$ cat config.mk
export PLATFORM = sky130hd
export DESIGN_NAME = data_mem_mmio
export DESIGN_NICKNAME = d
export VERILOG_FILES = /design/src/rtl/dmem_mmio_pkg.sv /design/src/rtl/uart_tx_fifo.sv /design/src/rtl/data_mem_mmio.sv
export SDC_FILE = /design/constraint.sdc
export NUM_CORES = 2
export LEC_CHECK = 0
export CAP_MARGIN = 40
export CORE_ASPECT_RATIO = 0.5
export CORE_MARGIN = 2
export CORE_UTILIZATION = 40
export CTS_CLUSTER_DIAMETER = 100
export CTS_CLUSTER_SIZE = 30
export DETAILED_ROUTE_END_ITERATION = 10
export GPL_ROUTABILITY_DRIVEN = 0
export PLACE_DENSITY = 0.67
export SLEW_MARGIN = 20
export SYNTH_ARGS = -nofsm -noshare
export SYNTH_HDL_FRONTEND = slang
export SYNTH_MEMORY_MAX_BITS = 65536
export SYNTH_SLANG_ARGS = --single-unit
$ cat constraint.sdc
create_clock -name CLK -period 5.6 [get_ports CLK]
set_clock_uncertainty 0.05 [all_clocks]
set_input_delay 1.68 -clock CLK [delete_from_list [all_inputs] [get_ports CLK]]
set_output_delay 1.68 -clock CLK [all_outputs]
set_load 0.01 [all_outputs]
$ cat src/rtl/dmem_mmio_pkg.sv
// Shared definitions for the data-memory / MMIO subsystem: address map,
// UART status bit positions and the transmitter state encoding.
package dmem_mmio_pkg;

   localparam logic [11:0] DMEM_BASE      = 12'h800;
   localparam logic [11:0] LED_ADDR       = 12'hC00;
   localparam logic [11:0] DIP_ADDR       = 12'hC04;
   localparam logic [11:0] UART_DATA_ADDR = 12'hC08;
   localparam logic [11:0] UART_STAT_ADDR = 12'hC0C;

   localparam int STAT_FULL_BIT  = 0;
   localparam int STAT_EMPTY_BIT = 1;
   localparam int STAT_BUSY_BIT  = 2;

   typedef enum logic [1:0] {
      TX_IDLE  = 2'd0,
      TX_START = 2'd1,
      TX_DATA  = 2'd2,
      TX_STOP  = 2'd3
   } tx_state_e;

   // Word address hits a single MMIO register only when the upper bits are zero
   function automatic logic reg_hit(input logic [29:0] word_addr, input logic [11:0] reg_addr);
      return {word_addr, 2'b00} == {20'd0, reg_addr[11:2], 2'b00};
   endfunction

endpackage

$ cat src/rtl/uart_tx_fifo.sv
// Buffered 8N1 UART transmitter: circular byte FIFO feeding a bit-timing FSM.
// The serial line is registered so it never glitches.
module uart_tx_fifo
   import dmem_mmio_pkg::*;
#(
   parameter int FIFO_DEPTH = 8,
   parameter int BAUD_DIV   = 868
) (
   input  logic       clk,
   input  logic       rst_n,
   input  logic       push,
   input  logic [7:0] data,
   output logic       full,
   output logic       empty,
   output logic       busy,
   output logic       tx
);

   localparam int IW = $clog2(FIFO_DEPTH);
   localparam int PW = IW + 1;
   localparam int BW = $clog2(BAUD_DIV);
   localparam logic [BW-1:0] BAUD_LAST = BW'(BAUD_DIV - 1);

   logic [7:0]    fifo_mem_r [FIFO_DEPTH];
   logic [PW-1:0] wr_ptr_r;
   logic [PW-1:0] rd_ptr_r;
   tx_state_e     state_r;
   tx_state_e     state_next_s;
   logic [BW-1:0] baud_r;
   logic [2:0]    bit_idx_r;
   logic [7:0]    shift_r;
   logic          tx_r;
   logic          empty_s;
   logic          full_s;
   logic          push_ok_s;
   logic          pop_s;
   logic          baud_wrap_s;
   logic          tx_next_s;

   assign empty_s     = (wr_ptr_r == rd_ptr_r);
   assign full_s      = (wr_ptr_r[PW-1] != rd_ptr_r[PW-1]) &&
                        (wr_ptr_r[IW-1:0] == rd_ptr_r[IW-1:0]);
   // A push into a full FIFO is lost even if the FSM pops in the same cycle
   assign push_ok_s   = push && !full_s;
   assign baud_wrap_s = (baud_r == BAUD_LAST);

   // FIFO storage; only entries between the pointers are ever read
   always_ff @(posedge clk) begin
      if (push_ok_s) begin
         fifo_mem_r[wr_ptr_r[IW-1:0]] <= data;
      end
   end

   // FIFO pointers
   always_ff @(posedge clk or negedge rst_n) begin
      if (!rst_n) begin
         wr_ptr_r <= '0;
         rd_ptr_r <= '0;
      end else begin
         if (push_ok_s) begin
            wr_ptr_r <= wr_ptr_r + PW'(1'b1);
         end
         if (pop_s) begin
            rd_ptr_r <= rd_ptr_r + PW'(1'b1);
         end
      end
   end

   // TX FSM state register
   always_ff @(posedge clk or negedge rst_n) begin
      if (!rst_n) begin
         state_r <= TX_IDLE;
      end else begin
         state_r <= state_next_s;
      end
   end

   // TX FSM next-state logic
   always_comb begin
      state_next_s = state_r;
      case (state_r)
         TX_IDLE: begin
            if (!empty_s) state_next_s = TX_START;
            else          state_next_s = TX_IDLE;
         end
         TX_START: begin
            if (baud_wrap_s) state_next_s = TX_DATA;
            else             state_next_s = TX_START;
         end
         TX_DATA: begin
            if (baud_wrap_s && (bit_idx_r == 3'd7)) state_next_s = TX_STOP;
            else                                    state_next_s = TX_DATA;
         end
         TX_STOP: begin
            if (baud_wrap_s) state_next_s = TX_IDLE;
            else             state_next_s = TX_STOP;
         end
         default: state_next_s = TX_IDLE;
      endcase
   end

   // TX FSM outputs: head pop and next serial level
   always_comb begin
      pop_s     = 1'b0;
      tx_next_s = 1'b1;
      case (state_r)
         TX_IDLE: begin
            pop_s     = !empty_s;
            tx_next_s = 1'b1;
         end
         TX_START: tx_next_s = 1'b0;
         TX_DATA:  tx_next_s = shift_r[0];
         TX_STOP:  tx_next_s = 1'b1;
         default:  tx_next_s = 1'b1;
      endcase
   end

   // Bit timing, shift register and registered serial line
   always_ff @(posedge clk or negedge rst_n) begin
      if (!rst_n) begin
         baud_r    <= '0;
         bit_idx_r <= 3'd0;
         shift_r   <= 8'd0;
         tx_r      <= 1'b1;
      end else begin
         tx_r <= tx_next_s;
         if ((state_r == TX_IDLE) || baud_wrap_s) begin
            baud_r <= '0;
         end else begin
            baud_r <= baud_r + BW'(1'b1);
         end
         if (pop_s) begin
            shift_r <= fifo_mem_r[rd_ptr_r[IW-1:0]];
         end else if ((state_r == TX_DATA) && baud_wrap_s) begin
            shift_r <= {1'b0, shift_r[7:1]};
         end
         if (state_r == TX_START) begin
            bit_idx_r <= 3'd0;
         end else if ((state_r == TX_DATA) && baud_wrap_s) begin
            bit_idx_r <= bit_idx_r + 3'd1;
         end
      end
   end

   assign full  = full_s;
   assign empty = empty_s;
   assign busy  = (state_r != TX_IDLE);
   assign tx    = tx_r;

endmodule

$ cat src/rtl/data_mem_mmio.sv
// Data-side memory for the core's Memory stage: word RAM plus LED, DIP and
// UART registers. ReadData is combinational so Writeback can capture it.
module data_mem_mmio
   import dmem_mmio_pkg::*;
#(
   parameter int DMEM_WORDS = 128,
   parameter int FIFO_DEPTH = 8,
   parameter int BAUD_DIV   = 868,
   parameter int LED_WIDTH  = 8,
   parameter int DIP_WIDTH  = 16
) (
   input  logic                 CLK,
   input  logic                 Reset_n,
   input  logic                 MemWrite,
   input  logic [31:0]          Addr,
   input  logic [31:0]          WriteData,
   output logic [31:0]          ReadData,
   input  logic [DIP_WIDTH-1:0] DIP,
   output logic [LED_WIDTH-1:0] LED,
   output logic                 UART_TX
);

   localparam int AW = $clog2(DMEM_WORDS);
   localparam logic [11:0] DMEM_LAST = DMEM_BASE + 12'(DMEM_WORDS * 4 - 1);

   logic [31:0]          dmem_r [DMEM_WORDS];
   logic [LED_WIDTH-1:0] led_r;
   logic [DIP_WIDTH-1:0] dip_meta_r;
   logic [DIP_WIDTH-1:0] dip_sync_r;
   logic                 dmem_hit_s;
   logic                 led_hit_s;
   logic                 dip_hit_s;
   logic                 udata_hit_s;
   logic                 ustat_hit_s;
   logic [AW-1:0]        dmem_idx_s;
   logic                 fifo_full_s;
   logic                 fifo_empty_s;
   logic                 tx_busy_s;
   logic [31:0]          stat_s;
   logic [31:0]          read_s;
   logic                 unused_addr_s;

   assign unused_addr_s = ^Addr[1:0];

   // RAM base is aligned to the RAM size, so the index is plain address bits
   assign dmem_hit_s  = (Addr[31:12] == 20'd0) &&
                        (Addr[11:0] >= DMEM_BASE) && (Addr[11:0] <= DMEM_LAST);
   assign dmem_idx_s  = Addr[AW+1:2];
   assign led_hit_s   = reg_hit(Addr[31:2], LED_ADDR);
   assign dip_hit_s   = reg_hit(Addr[31:2], DIP_ADDR);
   assign udata_hit_s = reg_hit(Addr[31:2], UART_DATA_ADDR);
   assign ustat_hit_s = reg_hit(Addr[31:2], UART_STAT_ADDR);

   // Data RAM write port; contents deliberately survive reset
   always_ff @(posedge CLK) begin
      if (MemWrite && dmem_hit_s) begin
         dmem_r[dmem_idx_s] <= WriteData;
      end
   end

   // LED register and two-flop DIP synchroniser
   always_ff @(posedge CLK or negedge Reset_n) begin
      if (!Reset_n) begin
         led_r      <= '0;
         dip_meta_r <= '0;
         dip_sync_r <= '0;
      end else begin
         if (MemWrite && led_hit_s) begin
            led_r <= WriteData[LED_WIDTH-1:0];
         end
         dip_meta_r <= DIP;
         dip_sync_r <= dip_meta_r;
      end
   end

   uart_tx_fifo #(
      .FIFO_DEPTH (FIFO_DEPTH),
      .BAUD_DIV   (BAUD_DIV)
   ) u_uart (
      .clk   (CLK),
      .rst_n (Reset_n),
      .push  (MemWrite && udata_hit_s),
      .data  (WriteData[7:0]),
      .full  (fifo_full_s),
      .empty (fifo_empty_s),
      .busy  (tx_busy_s),
      .tx    (UART_TX)
   );

   // UART status word
   always_comb begin
      stat_s                 = 32'd0;
      stat_s[STAT_FULL_BIT]  = fifo_full_s;
      stat_s[STAT_EMPTY_BIT] = fifo_empty_s;
      stat_s[STAT_BUSY_BIT]  = tx_busy_s;
   end

   // Load data mux; UART_DATA and unmapped addresses read as zero
   always_comb begin
      read_s = 32'd0;
      if (dmem_hit_s) begin
         read_s = dmem_r[dmem_idx_s];
      end else if (led_hit_s) begin
         read_s = 32'(led_r);
      end else if (dip_hit_s) begin
         read_s = 32'(dip_sync_r);
      end else if (ustat_hit_s) begin
         read_s = stat_s;
      end else begin
         read_s = 32'd0;
      end
   end

   assign ReadData = read_s;
   assign LED      = led_r;

endmodule

==> metrics.md <==
| Metric | Value |
|---|---|
| Status | `complete, but fails checks` |
| Failing checks | `setup timing` |
| WL final | `469000 um` |
| Clock Latency Late Sink | `0.95 ns` |
| Syn Nets | `7107` |
| Cell Chain, Critical Path | `buf_16, buf_12, buf_16, buf_6, buf_12, mux4_2, mux4_2, mux2_4, o211ai_1, buf_4, a21oi_2, buf_2` |
| RSZ-0062 raised after global routing | `true` |
| Fmax | `159 MHz` |
| R2R Path End | `u_uart.fifo_mem_r[1][1]$_DFFE_PP_` |
| Number of global-route vias before repair | `79948` |
| Most instantiated cells after synthesis | `edfxtp_1, mux4_2, mux2i_1` |
| Worst R2R Path Depth | `6` |
| Sequential-to-total area share from yosys stat | `78.2%` |
| TritonCTS Sinks | `4232` |
| Most numerous cell in the Yosys netlist | `edfxtp_1` |
| Endpoint type of the worst setup path | `output pin` |
| EDFF count, synth | `4160` |
| Post-Syn Area | `0.162 mm2` |
| Post-synth top flop | `edfxtp_1` |
| Worst setup margin | `-0.699 ns` |
| DR WL/cell | `34.2 um` |
| Pwr Density | `282 mW/mm2` |
| Top-area cell type share of the netlist area | `77.1%` |
| Util after Layout | `47.2%` |
| R2R setup slack | `2.53 ns` |
| Tot Pwr | `53.7 mW` |
| Worst Hold Class | `reg2reg` |
| Vias per Instance | `6.06` |
| Critical Path Sink | `ReadData[7]` |
| Flops & latches, synth | `4232` |
| Die span in x | `904 um` |
| Setup TNS | `-16.83 ns` |
| Cell taking the most area after synthesis | `edfxtp_1` |
| HPWL Detailed | `285000 um` |
| Worst VDD drop | `0.268 mV` |
| Post-route ant nets | `0` |
| Max-cap check violation count | `0` |
| First-pass GRT wire length | `643000 um` |
| P&R area growth vs syn | `17.6%` |
| Nets | `8319` |
| CP Launch Point | `Addr[2]` |
| Layout cells sized above 1 | `37.4%` |
| Dpl ws | `-1.58 ns` |
| Initial Util | `40.1%` |
| Ports | `124` |
| Remaining DRCs | `0` |
| Final cell count without fillers | `13701` |
| WP data arrival | `4.57 ns` |
| Num CTS Buffers | `167` |
| GRT overflow | `0` |
| Final worst path period need | `6.30 ns` |
| Slew of the pin with the lowest slew margin | `0.938 ns` |
| Crit share post-route | `112%` |
| Crit path max fanout | `13` |
| Fin. Hold Viols | `0` |
| Slowest-stage cell, CP | `mux4_2` |
| CTS root buffer | `clkbuf_16` |
| Drt first pass iters | `5` |
| CTS tree | `built` |
| # port buffers | `121` |
| Die area | `0.410 mm2` |
| Deepest level of the CTS H-tree | `4` |
| Final setup viols | `32` |
| Clock-pin slew on the worst setup and hold paths | `0.11 ns` |
| Count of distinct cell types in the synthesized netlist | `69` |
| Slew margin rel. | `37.5%` |
| Syn Inst Count | `7014` |
| Initial antenna violation count | `18` |
| R2R Path Start | `u_uart.rd_ptr_r[2]$_DFFE_PN0P_` |
| Core ar. | `0.404 mm2` |
| Initial DRC count | `13962` |
| Required time worst endpoint | `3.87 ns` |
| Worst setup path class | `in2out` |
| Pin count of the biggest net entering global routing | `89` |
| Max-slew violation count | `0` |
| Mean Syn Cell Area | `23.1 um2` |
| Critical Path Start Type | `primary input` |
| Yosys warnings | `0` |
| Synth top area cells | `edfxtp_1, mux4_2, mux2i_1` |
| Row cnt | `165` |
| Slowest stage delay, CP | `0.52 ns` |
| P_leak | `60.1 nW` |
| Die Ht | `454 um` |
| Via count of the routed design | `83050` |
| GRT Util Overall | `22.3%` |
| Async set-reset flop share out of synthesis | `1.70%` |
| Placed Cells | `13224` |
| Max Root-Sink Buffers | `4` |
-- stage by stage --
stage	hold WS [ns]	area, um2
finish	0.313	190000
global route	0.320	190000
CTS	0.316	189000
detailed placement	0.289	180000
global placement	0.286	180000
floorplan	0.281	162000
-- repair_timing --
item / CTS / global route
setup endpoints to repair: 32 / 32
gates cloned: 30 / 1
pin swaps: 118 / 124
hold buffers: 0 / 0
gates resized for setup: 683 / 170
buffers inserted: 180 / 86
-- power breakdown --
group / switching (mW) / total [mW] / leakage, nW / internal [mW]
Sequential: 0.00923 / 34.7 / 38.3 / 34.7
Clock: 9.21 / 14.8 / 2.15 / 5.58
Combinational: 2.34 / 4.15 / 19.6 / 1.81
-- per-layer routing --
layer,track usage (%),routed length (um),share of wire (%),up-vias
li1,-,-,-,32112
met1,31.9,178000,38,44839
met2,35.1,218000,46,5438
met3,4.30,55900,12,655
met4,6.70,16700,3.6,6
met5,0,149,0.032,-
-- critical path, delay by kind of cell --
kind            cells  cell delay, ns
buf+inv             7            1.10
compound gates      2            0.39
mux                 3            1.32
-- layout by cell type (no fill, tap or decap), types with 57 or more instances in the layout --
master / synthesis / final
buf_12: 1 / 265
o22ai_1: 103 / 82
nor2_1: 220 / 68
buf_16: 0 / 57
dfrtp_1: 71 / 71
mux2i_1: 281 / 253
mux4_2: 1064 / 1064
buf_6: 28 / 133
clkbuf_16: 0 / 171
edfxtp_1: 4160 / 4160
buf_4: 82 / 860
nand2_1: 132 / 104
nor2_4: 0 / 136
-- cells by family after synthesis --
logic type / count (synthesis) / synth area share, %
buf+inv: 396 / 1.35
mux: 1395 / 16.9
simple gates: 493 / 1.34
xor+xnor: 19 / 0.103
compound gates: 469 / 2.02
fa+ha+maj: 10 / 0.0772
flops: 4232 / 78.2
-- layout make-up --
cell class,count,area (um2)
clock buffers,193,4340
diodes,20,50.0
multi-input cells,2386,36100
inverters,10,50.0
fillers,32176,213000
well taps,5427,6790
flip-flops and latches,4232,127000
clock inverters,4,57.6
repair buffers,1429,16400
-- how the worst min path moves through the flow --
stage,start,end,slack (ns),cells past startpoint
after floorplan,dip_meta_r[0]$_DFF_PN0_,dip_sync_r[0]$_DFF_PN0_,0.28,0
after global placement,dip_meta_r[14]$_DFF_PN0_,dip_sync_r[14]$_DFF_PN0_,0.29,0
after detailed placement,dip_meta_r[1]$_DFF_PN0_,dip_sync_r[1]$_DFF_PN0_,0.29,0
after CTS,dip_meta_r[2]$_DFF_PN0_,dip_sync_r[2]$_DFF_PN0_,0.32,0
after global routing,dip_meta_r[2]$_DFF_PN0_,dip_sync_r[2]$_DFF_PN0_,0.32,0
final,dip_meta_r[2]$_DFF_PN0_,dip_sync_r[2]$_DFF_PN0_,0.31,0
-- registers in the layout, summed over array words and instances, names as in the netlist --
name	cells
dmem_r	4096
u_uart.shift_r	8
u_uart.state_r	2
u_uart.tx	1
dip_sync_r	16
u_uart.wr_ptr_r	4
u_uart.fifo_mem_r	64
LED	8
u_uart.bit_idx_r	3
u_uart.rd_ptr_r	4
dip_meta_r	16
u_uart.baud_r	10
(Power assumes the default switching activity.)
